==> config.mk <==
export PLATFORM = sky130hd
export DESIGN_NAME = seq_multiplier_param_flat
export DESIGN_NICKNAME = d
export VERILOG_FILES = /design/src/rtl/seq_multiplier_param_if.sv /design/src/rtl/seq_multiplier_param.sv /design/src/flat_wrapper.sv
export SDC_FILE = /design/constraint.sdc
export NUM_CORES = 1
export LEC_CHECK = 0
export BUFFER_PORTS_ARGS = -buffer_cell sky130_fd_sc_hd__buf_2
export CORE_ASPECT_RATIO = 0.6
export CORE_MARGIN = 5
export CORE_UTILIZATION = 40
export CTS_CLUSTER_DIAMETER = 60
export DETAILED_ROUTE_END_ITERATION = 16
export PLACE_DENSITY_LB_ADDON = 0.3
export RECOVER_POWER = 50
export SLEW_MARGIN = 20
export SYNTH_ARGS = -nofsm -noshare
export SYNTH_HDL_FRONTEND = slang
export SYNTH_SLANG_ARGS = --single-unit
==> constraint.sdc <==
create_clock -name clk -period 6.94 [get_ports clk]
set_clock_uncertainty 0.2 [all_clocks]
set_input_delay 1.041 -clock clk [delete_from_list [all_inputs] [get_ports clk]]
set_output_delay 1.041 -clock clk [all_outputs]
set_load 0.005 [all_outputs]
==> src/rtl/seq_multiplier_param_if.sv <==
// Start/ready handshake and operand/result bundle for the sequential multiplier.
// The controller drives the master side; the multiplier is the slave.
interface seq_multiplier_param_if #(
   parameter int unsigned WIDTH = 8
);
   logic                 start;
   logic                 sgn;
   logic [WIDTH-1:0]     A;
   logic [WIDTH-1:0]     B;
   logic [2*WIDTH-1:0]   Product;
   logic                 ready;
   logic                 done;

   modport master (
      output start,
      output sgn,
      output A,
      output B,
      input  Product,
      input  ready,
      input  done
   );

   modport slave (
      input  start,
      input  sgn,
      input  A,
      input  B,
      output Product,
      output ready,
      output done
   );
endinterface

==> src/rtl/seq_multiplier_param.sv <==
// Radix-2 shift-add multiplier, WIDTH cycles per product, signed or unsigned per operation.
// Signed mode multiplies magnitudes and negates the 2*WIDTH-bit result when signs differ.
module seq_multiplier_param #(
   parameter int unsigned WIDTH = 8
) (
   input logic                  clk,
   input logic                  rst,
   seq_multiplier_param_if.slave bus
);
   localparam int unsigned CW = $clog2(WIDTH + 1);

   typedef enum logic [0:0] {StIdle, StRun} state_t;

   state_t               state;
   logic [WIDTH-1:0]     mcand;
   // Upper half accumulates partial sums; lower half holds the shifting multiplier.
   logic [2*WIDTH-1:0]   acc;
   logic [CW-1:0]        cnt;
   logic                 neg;
   logic [2*WIDTH-1:0]   product_r;
   logic                 ready_r;
   logic                 done_r;

   logic [WIDTH-1:0]     a_mag;
   logic [WIDTH-1:0]     b_mag;
   logic [WIDTH:0]       sum;
   logic [2*WIDTH-1:0]   acc_next;
   logic [2*WIDTH-1:0]   result;

   always_comb begin
      a_mag = bus.A;
      b_mag = bus.B;
      if (bus.sgn && bus.A[WIDTH-1]) a_mag = (~bus.A) + WIDTH'(1);
      if (bus.sgn && bus.B[WIDTH-1]) b_mag = (~bus.B) + WIDTH'(1);
      sum      = {1'b0, acc[2*WIDTH-1:WIDTH]} + (acc[0] ? {1'b0, mcand} : '0);
      acc_next = {sum, acc[WIDTH-1:1]};
      result   = neg ? ((~acc_next) + (2*WIDTH)'(1)) : acc_next;
   end

   always_ff @(posedge clk or posedge rst) begin
      if (rst) begin
         state     <= StIdle;
         mcand     <= '0;
         acc       <= '0;
         cnt       <= '0;
         neg       <= 1'b0;
         product_r <= '0;
         ready_r   <= 1'b1;
         done_r    <= 1'b0;
      end else begin
         done_r <= 1'b0;
         unique case (state)
            StIdle: begin
               if (bus.start) begin
                  mcand   <= a_mag;
                  acc     <= {{WIDTH{1'b0}}, b_mag};
                  cnt     <= '0;
                  neg     <= bus.sgn & (bus.A[WIDTH-1] ^ bus.B[WIDTH-1]);
                  ready_r <= 1'b0;
                  state   <= StRun;
               end
            end
            StRun: begin
               acc <= acc_next;
               cnt <= cnt + CW'(1);
               if (cnt == CW'(WIDTH - 1)) begin
                  product_r <= result;
                  done_r    <= 1'b1;
                  ready_r   <= 1'b1;
                  state     <= StIdle;
               end
            end
            default: state <= StIdle;
         endcase
      end
   end

   assign bus.Product = product_r;
   assign bus.ready   = ready_r;
   assign bus.done    = done_r;
endmodule

==> src/flat_wrapper.sv <==
// flat-port wrapper written by rule: the top's interface ports become plain ports
module seq_multiplier_param_flat 
#(
   parameter int unsigned WIDTH = 8
)
  (clk, rst, bus_start, bus_sgn, bus_A, bus_B, bus_Product, bus_ready, bus_done);
  seq_multiplier_param_if #(.WIDTH(WIDTH)) bus_i ();
  input logic clk;
  input logic rst;
  input wire logic [$bits(bus_i.start)-1:0] bus_start;
  input wire logic [$bits(bus_i.sgn)-1:0] bus_sgn;
  input wire logic [$bits(bus_i.A)-1:0] bus_A;
  input wire logic [$bits(bus_i.B)-1:0] bus_B;
  output wire logic [$bits(bus_i.Product)-1:0] bus_Product;
  output wire logic [$bits(bus_i.ready)-1:0] bus_ready;
  output wire logic [$bits(bus_i.done)-1:0] bus_done;
  assign bus_i.start = bus_start;
  assign bus_i.sgn = bus_sgn;
  assign bus_i.A = bus_A;
  assign bus_i.B = bus_B;
  assign bus_Product = bus_i.Product;
  assign bus_ready = bus_i.ready;
  assign bus_done = bus_i.done;
  seq_multiplier_param #(.WIDTH(WIDTH)) u_core (.clk(clk), .rst(rst), .bus(bus_i));
endmodule
======== Word level (Yosys, flattened, before mapping) ========
Index checks and enable logic that the tools add are counted.
storage, ports and cells
  register bits after elaboration ......... 48
  bits of input ports ..................... 20
  output and inout port bits .............. 18
  word-level logic and storage cells ...... 43
cells by class
  add/sub/neg operators ................... 5
  equality and inequality tests ........... 3
  muxes and demuxes ....................... 16
  bitwise gates (word level) .............. 6
  reductions and logical operators ........ 5
operators with widths
  operator                 count
  $mux W16                 2
  $pmux W16 S2             1
  $mux W8                  3
  $add A16 B1 Y16 const B  1
  $add A8 B1 Y8 const B    2
  $not A16 Y16             1
  $not A8 Y8               2
  $add A8 B9 Y9            1
  $pmux W4 S2              1
  $mux W1                  6
  $reduce_and A2 Y1        3
  $add A4 B1 Y4 const B    1
  $eq A4 B3 Y1 const B     1
  $mux W4                  1
  $ne A2 B2 Y1 const B     2
  $pmux W1 S2              2
  $logic_and A1 B1 Y1      2
  $and A1 B1 Y1            1
  $not A1 Y1               1
  $xor A1 B1 Y1            1

======== Depth between registers and ports, before layout ========
Gate-level depths: netlist (run 1).
  word-level depth ........................ 5
  gate-level depth with buffers ........... 9
  depth with buffers taken out ............ 9

======== Worst setup path before layout (run 1) ========
Ideal clock, no wire load.
  path type ............................... register to register
  start ................................... reg u_core.acc[0]
  end ..................................... reg u_core.product_r[15] (netlist: u_core.bus.Product[15])
  setup time .............................. 0.069 ns
  arrival ................................. 2.549 ns
  required time ........................... 6.671 ns
  setup slack ............................. 4.121 ns
  stages on the path, launching flop included .. 10
  period minus slack after synthesis ...... 2.819 ns
  path through ............................ dfrtp_1 -> and2_1 -> ha_1 -> fa_1 -> a21o_1 -> a211oi_1 -> nor2_1 -> or4_1 -> nand4b_1 -> nand3_1
on the way
  word-level cells in the longest chain between the ends .. 5
ends and longest elaborated chain
  item                    RTL line                    text
  from (decl)             seq_multiplier_param.sv:17  logic [2*WIDTH-1:0] acc;
  from (signal assigned)  seq_multiplier_param.sv:56  acc <= {{WIDTH{1'b0}}, b_mag};
  from (signal assigned)  seq_multiplier_param.sv:64  acc <= acc_next;
  $mux W8 (*)             seq_multiplier_param.sv:35  sum = {1'b0, acc[2*WIDTH-1:WIDTH]} + (acc[0] ? {1'b0, mcand} : '0);
  $add A8 B9 Y9 (*)       seq_multiplier_param.sv:35
  $not A16 Y16            seq_multiplier_param.sv:37  result = neg ? ((~acc_next) + (2*WIDTH)'(1)) : acc_next;
  $add A16 B1 Y16         seq_multiplier_param.sv:37
  $mux W16 (*)            seq_multiplier_param.sv:37
  to (signal assigned)    seq_multiplier_param.sv:67  product_r <= result;
  to (decl)               seq_multiplier_param.sv:20  logic [2*WIDTH-1:0] product_r;
Mark *: on every way between the ends. The rest lies on a longest branch, timed or not.
A chain may end at the register's enable or synchronous reset.

======== Worst setup path after layout (run 1) ========
  start ................................... reg u_core.state
  end ..................................... reg u_core.product_r[15] (netlist: u_core.bus.Product[15])
on the way
  word-level cells in the longest chain between the ends .. 1
ends and longest elaborated chain
  item                                RTL line                    text
  from (decl)                         seq_multiplier_param.sv:14  state_t state;
  from (signal assigned)              seq_multiplier_param.sv:42  state <= StIdle;
  from (signal assigned)              seq_multiplier_param.sv:60  state <= StRun;
  from (signal assigned)              seq_multiplier_param.sv:70  state <= StIdle;
  $reduce_and A2 Y1 (no source line)  n/a
Every way passes these cells.

==> metrics, run 1 <==
outcome complete, but fails checks; failing checks max-capacitance violations, max-slew violations; largest net degree at the start of global routing about 50; Syn Nets around 370; Critical Path Fanout Max ~40; Max rail drop VDD between 0.00015 and 0.0002 V; row cnt 24; Num CTS Buffers 5; number of global-route vias before repair 2278; chip height ~76 µm; fin nets 399; DR iter-0 viols 123; Setup Viol. Count Final 0; drt first pass iters 4; Cell Area, Placed approximately 3200 µm²; clock-pin slew of the registers on the worst-case setup and hold paths roughly 0.07 ns; register area share after synthesis between 40% and 50%; maximum clock rate 314.8 MHz; Die Area roughly 9200 µm²; initial antenna violation count 0; Ys Warns 0; gp weighted congestion around 0.94; clock sinks 48; starting density of the core about 40%; Hold Vio Cnt, Final 0; Slew Limit Fails slightly above 90; Syn-to-layout area delta 13.65%; CTS Hold Bufs 0; routed vias/inst about 5.2; Core ar. approximately 7200 µm²; WP data required 6.90 ns; HPWL Detailed between 5000 and 6000 µm; synth unique cells between 50 and 60; IO buf count 37; ANT cells 0; CP Capture Type flop; Mapped Area between 2000 and 3000 µm²; largest area contributor in the netlist dfrtp_1; DR WL/cell 14.62 µm; CP Class flop to flop; Area contributors post-synth dfrtp_1, o21ai_0, nand2_1; most common cell after layout, fill and taps aside nand2_1; Die W 120.6 µm; Clock Latency Late Sink 0.29 ns; Slew Limit Headroom -41.17%; GRT overflow 0; global-route wire length before repair 11670 µm; crit path launch type flop; # DRC 0; Synth Flop Type dfrtp_1; htree depth 2; syn avg cell area between 8 and 9 µm²; share of total power in combinational logic between 40% and 50%; Hold Crit Start u_core.bus.ready$_DFFE_PP1P_; number of synthesized flops with an enable pin 0; CTS tree done; share of layout cells above drive strength 1 between 10% and 20%; Ports 38; Lkg Pwr around 1.5 nW; maxcap violations 2; register bit total from synthesis 48; Final Cycle Share between 40% and 50%; postcts setup bufs 0; Vias 2391; setup_tns 0 ns; Slew @ Worst Pin 2.106 ns; Setup crit start u_core.state$_DFF_PP0_; final critical-path required period about 3.2 ns; WL met1 approximately 3700 µm; post-route cell area 3334 µm²; PostCTS Resize Cnt 0; routed length on met2 roughly 2700 µm; RSZ-0062 raised after global routing false; Clk pwr share 17.4%; most frequent cells in the layout nand2_1, o21ai_0, dfrtp_1; post-synthesis cell count approximately 340; Worst Hold Class flop to flop; final wirelength roughly 6700 µm; Highest Signal Layer met4; Clock Path Buffers 2; DR WL met3 approximately 230 µm; Net Switching 596.1 µW; post-route ant nets 0; Switching Share 41.60%; Yosys top cell area share 40.09%; share of power burned in registers between 30 and 40%; Critical R2R Launch u_core.state$_DFF_PP0_; Worst Path Arrival around 3.1 ns; Clock Root Buffer clkbuf_16; power per standard cell area approximately 430 nW/µm²; fillers a little over 700; async set or reset register ratio after synthesis 100.0%; Cell Int Power 836.9 µW; Overall Power ~1.4 mW; Tot GR Track Use around 16%
power by group through the flow:
stage / combinational (mW) / sequential, mW / clock [mW]
after CTS: 0.674 / 0.520 / 0.258
after detailed placement: 0.670 / 0.525 / 0
after global routing: 0.760 / 0.540 / 0.271
after floorplan: 0.512 / 0.491 / 0
final: 0.663 / 0.520 / 0.250
after global placement: 0.654 / 0.520 / 0
critical path: stages (launching register included):
cell and delay, ns:
dfrtp_1 0.36, clkbuf_1 0.61, nand4b_1 0.33, clkbuf_1 0.94, nor3_1 0.14, a222oi_1 0.34
nand3_1 0.11
metal layers:
layer  global-route usage, %  vias to the layer above
met2                   21.23                       37
met4                   3.959                        0
met5                       0                        -
met1                   24.15                     1112
li1                        -                     1236
met3                   3.635                        6
synth_stat cells, drive strengths merged, types with 4 or more instances:
cell type,instances
a31oi,4
nand3,9
nor3,4
nor2,18
and2,8
ha,12
mux2i,5
inv,9
or3,5
a21oi,7
o31ai,5
nand2b,11
clkbuf,13
xnor2,12
xor2,13
o21ai,56
dfrtp,47
nand2,57
cell families (layout without fill, tap and decap cells):
group	after synthesis	in the layout	share of synthesized area, %
compound gates	92	92	19.02
xor+xnor	25	25	7.463
fa+ha+maj	13	13	5.799
buf+inv	24	56	3.198
flops	48	48	40.98
mux	5	5	1.706
simple gates	128	128	21.83
area by class of cell:
type / count / area (µm²) / share of cell area [%]
Clock buffer: 6 / 138.9 / 4.165
Clock inverter: 2 / 13.76 / 0.4128
Inverter: 9 / 35.03 / 1.051
Multi-Input combinational cell: 263 / 1638 / 49.12
Sequential cell: 48 / 1202 / 36.06
Tap cell: 91 / 113.9 / 3.415
Timing Repair Buffer: 39 / 192.7 / 5.779
registers in the layout (all words and copies together), names as in the netlist:
signal	cells
u_core.cnt	4
u_core.bus.done	1
u_core.bus.Product	16
u_core.state	1
u_core.mcand	8
u_core.neg	1
u_core.acc	16
u_core.bus.ready	1
stage by stage:
step	setup WS (ns)	hold slack (ns)	util, %	cells
2_1_floorplan	4.121	0.2418	-	335
3_3_place_gp	3.980	0.2494	44.24	450
3_5_place_dp	3.916	0.2461	44.24	450
4_1_cts	3.880	0.2632	46.35	458
5_1_grt	3.425	0.2907	46.27	458
6_report	3.763	0.2607	46.27	458
path summary, 6_finish.rpt:
check / to / slack [ns] / cells past startpoint
worst max-delay path: u_core.bus.Product[15]$_DFFE_PP0P_ / 3.76 / 6
worst min-delay path: u_core.bus.ready$_DFFE_PP1P_ / 0.26 / 2
worst max register to register: u_core.bus.Product[15]$_DFFE_PP0P_ / 3.76 / 6
worst min register to register: u_core.bus.ready$_DFFE_PP1P_ / 0.26 / 2
max in group asynchronous: u_core.acc[13]$_DFFE_PP0P_ / 4.48 / 2
min in group asynchronous: u_core.bus.done$_DFF_PP0_ / 1.10 / 2
Power figures use the tool's default switching activity.
==> inputs of run 2 (changes only) <==
==> constraint.sdc (replaced) <==
create_clock -name clk -period 2.8 [get_ports clk]
set_clock_uncertainty 0.2 [all_clocks]
set_input_delay 0.42 -clock clk [delete_from_list [all_inputs] [get_ports clk]]
set_output_delay 0.42 -clock clk [all_outputs]
set_load 0.005 [all_outputs]
==> run 2 against run 1 <==
The flow now finishes without violations; fmax rose by 15%; first-iteration DRC count rose by 59%; wire length rose by 3.9%; largest power group unchanged.
==> metrics, run 2 (same netlist as run 1, synthesis figures left out) <==
Clock Root Buffer clkbuf_16; Slew Limit Headroom 3.040% (+44 points); maxcap violations 0 (-2); Hold Vio Cnt, Final 0 (unchanged); CTS tree done; Vias 2512 (+5.1%); CP Class flop to flop; maximum clock rate 361.1 MHz (+15%); Worst Setup Slack, final 0.03065 ns (-3.733 ns); largest net degree at the start of global routing 40 (-18%); Worst Hold Class input port to flop; post-route ant nets 0 (unchanged); Seq. cell area 1202 µm² (unchanged); Cells after DPL 467 (+3.8%); flop-to-flop setup slack 0.03 ns (-3.73 ns); Lkg Pwr 1.633 nW (+5.5%); starting density of the core 40.71% (unchanged); most frequent cells in the layout nand2_1, o21ai_0, dfrtp_1; Tot GR Track Use 15.35% (-0.16 points); crit path launch type flop; RSZ-0062 raised after global routing true; gp weighted congestion 0.9451 (+0.17%); Max rail drop VDD 0.0003948 V (+130%); Die W 120.6 µm (unchanged); final wirelength 6960 µm (+3.9%); Core ar. 7207 µm² (unchanged); Clock Latency Late Sink 0.29 ns (about the same); Highest Signal Layer met4; power per standard cell area 1100 nW/µm² (+160%); Multi-input gate area 1710 µm² (+4.4%); DR iter-0 viols 196 (+59%); pre-CTS WS -0.05660 ns (-3.973 ns); DR WL met3 296 µm (+29%); WL met1 3632 µm (-2.8%); CP Capture Type flop; Worst Path Arrival 2.80 ns (-0.34 ns); non-filler cells in the finished layout 477 (+4.1%); initial antenna violation count 0 (unchanged); GRT overflow 0 (unchanged); Final Cycle Share 98.91% (+53 points); fillers 697 (-2.9%); Overall Power 3.899 mW (+170%); Clock Path Buffers 2 (unchanged); Die Area 9204 µm² (unchanged); ANT cells 0 (unchanged); WP data required 2.83 ns (-4.07 ns); Slew Limit Fails 0 (-100%); htree depth 2 (unchanged); number of global-route vias before repair 2304 (+1.1%); Setup Viol. Count Final 0 (unchanged); global-route wire length before repair 11540 µm (-1.1%); DR WL/cell 14.59 µm (-0.23%); fin nets 418 (+4.8%); Critical Path Fanout Max 3 (-93%); Num CTS Buffers 5 (unchanged); HPWL Detailed 5250 µm (+4.9%); row cnt 24 (unchanged); outcome completed; Ports 38 (unchanged); # DRC 0 (unchanged); share of layout cells above drive strength 1 20.47% (+5.2 points); most common cell after layout, fill and taps aside nand2_1; routed length on met2 2979 µm (+12%); clock-pin slew of the registers on the worst-case setup and hold paths 0.07 ns (about the same); drt first pass iters 4 (unchanged); final critical-path required period 2.769 ns (-0.4073 ns); routed vias/inst 5.266 (+0.88%); IO buf count 37 (unchanged); clock sinks 48 (unchanged); Syn-to-layout area delta 20.81%; chip height 76.34 µm (unchanged); Slew @ Worst Pin 1.454 ns (-0.6515 ns); hold_ws 0.2303 ns (-0.03032 ns)
==> run 2: layer usage <==
layer | vias up | GRT usage [%]
met4 | 0 | 2.602
met5 | - | 0
met1 | 1172 | 23.35
met2 | 53 | 22.45
met3 | 7 | 3.487
li1 | 1280 | -
==> run 2: timing repair <==
action                                  4_1_cts  5_1_grt
endpoints found under the setup margin        1        2
gates resized for setup                       5        9
cloned                                        0        0
hold buffers                                  1        0
setup buffers                                 1        0
endpoints found under the hold margin         5        0
pin swaps                                     2        5
==> run 2: where the power goes <==
part	internal (mW)	total, mW	switching [mW]
combinational	0.946	1.98	1.04
sequential	1.01	1.30	0.287
clock	0.356	0.623	0.267
total	2.31	3.90	1.59
==> run 2: critical path: stages (launching register included) <==
cell and delay [ns]:
dfrtp_1 0.41, and2_1 0.15, ha_2 0.19, fa_2 0.37
buf_4 0.16, xor2_2 0.19, nor4_4 0.16, o211ai_1 0.16
or4_4 0.45, nand4b_1 0.18, nand3_1 0.09
==> run 2: area by class of cell <==
class                   count  area share (%)
multi-input cells         263           48.25
flip-flops and latches     48           33.92
repair buffers             58           9.319
clock buffers               6           3.918
well taps                  91           3.212
inverters                   9          0.9531
clock inverters             2          0.4236
==> run 2: path summary, 6_finish.rpt <==
kind                                                   start                                  to  depth (start not counted)
worst max register to register     u_core.acc[0]$_DFFE_PP0P_  u_core.bus.Product[15]$_DFFE_PP0P_                         10
worst min register to register  u_core.bus.ready$_DFFE_PP1P_        u_core.bus.ready$_DFFE_PP1P_                          2
worst min-delay path                                bus_A[7]         u_core.mcand[7]$_DFFE_PP0P_                          3
min in group asynchronous                                rst           u_core.cnt[2]$_DFFE_PP0P_                          3
max in group asynchronous                                rst           u_core.acc[7]$_DFFE_PP0P_                          4
worst max-delay path               u_core.acc[0]$_DFFE_PP0P_  u_core.bus.Product[15]$_DFFE_PP0P_                         10
==> run 2: metrics by stage <==
step / area [µm²] / util (%) / setup TNS (ns)
floorplan: 2939 / - / 0
global placement: 3321 / 46.08 / 0
detailed placement: 3321 / 46.08 / -0.05660
CTS: 3507 / 48.66 / 0
global route: 3545 / 49.18 / -0.1058
finish: 3545 / 49.18 / 0
==> inputs of run 3 (changes only) <==
--- a/config.mk
+++ b/config.mk
@@ -13,6 +13,7 @@
 export DETAILED_ROUTE_END_ITERATION = 16
 export PLACE_DENSITY_LB_ADDON = 0.3
 export RECOVER_POWER = 50
+export SETUP_SLACK_MARGIN = 0.1
 export SLEW_MARGIN = 20
 export SYNTH_ARGS = -nofsm -noshare
 export SYNTH_HDL_FRONTEND = slang
==> run 3 against run 2 <==
The run now ends with negative setup slack left; via count fell by 0.80%; largest cell class unchanged; first-iteration DRC count shrank 40%; cell count decreased by 0.84%; combinational power is 3% lower; sequential power about the same; clock-buffer cell count did not move; critical path depth unchanged; flip-flop and latch count is the same; largest power group unchanged; highest routed layer unchanged; critical endpoint is now u_core.bus.Product[14]$_DFFE_PP0P_; non-clock buffer count down 4; wire length is 0.27% lower.
==> metrics, run 3 (same netlist as run 1, synthesis figures left out) <==
outcome complete, but fails checks; failing checks negative setup slack; row cnt 24 (unchanged); Worst Hold Class input port to flop; clock-pin slew of the registers on the worst-case setup and hold paths 0.06 ns (about the same); most common cell after layout, fill and taps aside nand2_1; share of layout cells above drive strength 1 18.59% (-1.9 points); Num CTS Buffers 5 (unchanged); Worst Setup Slack, final -0.0002565 ns (-0.03091 ns); largest net degree at the start of global routing 30 (-25%); Seq. cell area 1202 µm² (unchanged); CP Class flop to flop; DR WL/cell 14.67 µm (+0.57%); Cell Area, Placed 3293 µm² (-0.83%); final critical-path required period 2.800 ns (+0.03091 ns); WP data required 2.77 ns (-0.06 ns); post-route cell area 3531 µm² (-0.39%); crit-path leading delay family compound AO/OA/AOI/OAI gates; # DRC 0 (unchanged); Syn-to-layout area delta 20.34%; power per standard cell area 1111 nW/µm² (+1.0%); Lkg Pwr 1.629 nW (-0.26%); initial antenna violation count 0 (unchanged); maximum clock rate 357.1 MHz (-1.1%); Slew Limit Headroom 27.54% (+24 points); IO buf count 37 (unchanged); Max rail drop VDD 0.0003657 V (-7.4%); Setup Viol. Count Final 1 (+1); Clock Latency Late Sink 0.29 ns (about the same); Slew @ Worst Pin 1.087 ns (-0.3675 ns); CP Capture Type flop; fin nets 414 (-0.96%); DR iter-0 viols 118 (-40%); Slew Limit Fails 0 (unchanged); Worst Path Arrival 2.77 ns (-0.03 ns); Cells after DPL 462 (-1.1%); Worst Path Buf+Inv 1 (unchanged); Die Area 9204 µm² (unchanged); Critical-path top delay cell dfrtp_1; htree depth 2 (unchanged); setup_tns -0.0002565 ns (-0.0002565 ns); Die W 120.6 µm (unchanged); Clock Path Buffers 2 (unchanged); chip height 76.34 µm (unchanged); Hold Vio Cnt, Final 0 (unchanged); global-route wire length before repair 11810 µm (+2.3%); Ports 38 (unchanged); worst path cell trace and2_4, ha_4, fa_2, a21o_4, a221oi_4, xnor2_2, buf_4, o41ai_4, xnor2_1, o21ai_1; Clock Root Buffer clkbuf_16; CTS tree done; number of global-route vias before repair 2457 (+6.6%); HPWL Detailed 5189 µm (-1.2%); Tot GR Track Use 15.79% (+0.44 points); Overall Power 3.924 mW (+0.63%); maxcap violations 0 (unchanged); post-route ant nets 0 (unchanged); clock sinks 48 (unchanged); crit path launch type flop; gp weighted congestion 0.8955 (-5.2%); starting density of the core 40.71% (unchanged); routed vias/inst 5.268 (about the same); RSZ-0062 raised after global routing true; final wirelength 6941 µm (-0.27%); most frequent cells in the layout nand2_1, o21ai_0, dfrtp_1; Multi-input gate area 1710 µm² (unchanged); fillers 715 (+2.6%); slowest stage delay, CP 0.41 ns (-0.04 ns); non-filler cells in the finished layout 473 (-0.84%); ANT cells 0 (unchanged); Critical Path Fanout Max 3 (unchanged); drt first pass iters 4 (unchanged); Final Cycle Share 100.0% (+1.1 points); Vias 2492 (-0.80%); GRT overflow 0 (unchanged); Core ar. 7207 µm² (unchanged)
## run 3: repair_timing
action	4_1_cts	5_1_grt
hold endpoints to repair	21	0
setup buffers	2	0
pin swaps	7	8
gates resized for setup	4	9
hold buffers	1	0
setup endpoints to repair	2	4
cloned	0	0
## run 3: area by class of cell
cell class / count / area share, %
Clock inverter: 2 / 0.9922
Tap cell: 91 / 3.225
Clock buffer: 6 / 3.650
Multi-Input combinational cell: 263 / 48.44
Timing Repair Buffer: 54 / 8.682
Inverter: 9 / 0.9568
Sequential cell: 48 / 34.05
## run 3: path summary, 6_finish.rpt
path                                               from                            endpoint  slack, ns  cells after the start
min                                            bus_A[7]         u_core.mcand[7]$_DFFE_PP0P_       0.22                      3
min reg2reg                u_core.bus.ready$_DFFE_PP1P_        u_core.bus.ready$_DFFE_PP1P_       0.26                      2
max reg2reg                   u_core.acc[0]$_DFFE_PP0P_  u_core.bus.Product[14]$_DFFE_PP0P_    -0.0003                     10
max                           u_core.acc[0]$_DFFE_PP0P_  u_core.bus.Product[14]$_DFFE_PP0P_    -0.0003                     10
max in group asynchronous                           rst        u_core.bus.ready$_DFFE_PP1P_       0.85                      4
min in group asynchronous                           rst           u_core.bus.done$_DFF_PP0_       0.64                      3
## run 3: power breakdown
part / switching [mW] / leakage, nW / internal (mW) / total (mW)
combinational: 1.02 / 0.947 / 0.907 / 1.93
clock: 0.259 / 0.0808 / 0.420 / 0.680
sequential: 0.303 / 0.601 / 1.01 / 1.31
total: 1.59 / 1.63 / 2.34 / 3.92
## run 3: layer usage
| layer | up-vias | track usage (%) | part of all wire [%] |
|---|---|---|---|
| li1 | 1269 | - | - |
| met1 | 1178 | 22.87 | 52 |
| met2 | 36 | 24.12 | 43 |
| met3 | 9 | 3.709 | 3.7 |
| met4 | 0 | 3.167 | 1.0 |
| met5 | - | 0 | 0 |
## run 3: worst register-to-register path, delay by kind of cell (launching register included)
kind	cells	cell delay, ns
buffers and inverters	1	0.15
AOI/OAI and AO/OA	4	0.96
and+or+nand+nor	1	0.16
xor gates and xnor gates	2	0.28
DFF	1	0.41
adders and majority gates	2	0.52
## run 3: stage by stage
| step | hold slack (ns) | util (%) | setup slack, ns |
|---|---|---|---|
| after floorplan | 0.2418 | - | 0.06258 |
| after global placement | 0.2493 | 45.69 | 0.02557 |
| after detailed placement | 0.2564 | 45.69 | -0.06175 |
| after CTS | 0.2239 | 48.56 | -0.04908 |
| after global routing | 0.2694 | 48.99 | -0.1276 |
| final | 0.2242 | 48.99 | -0.0002565 |
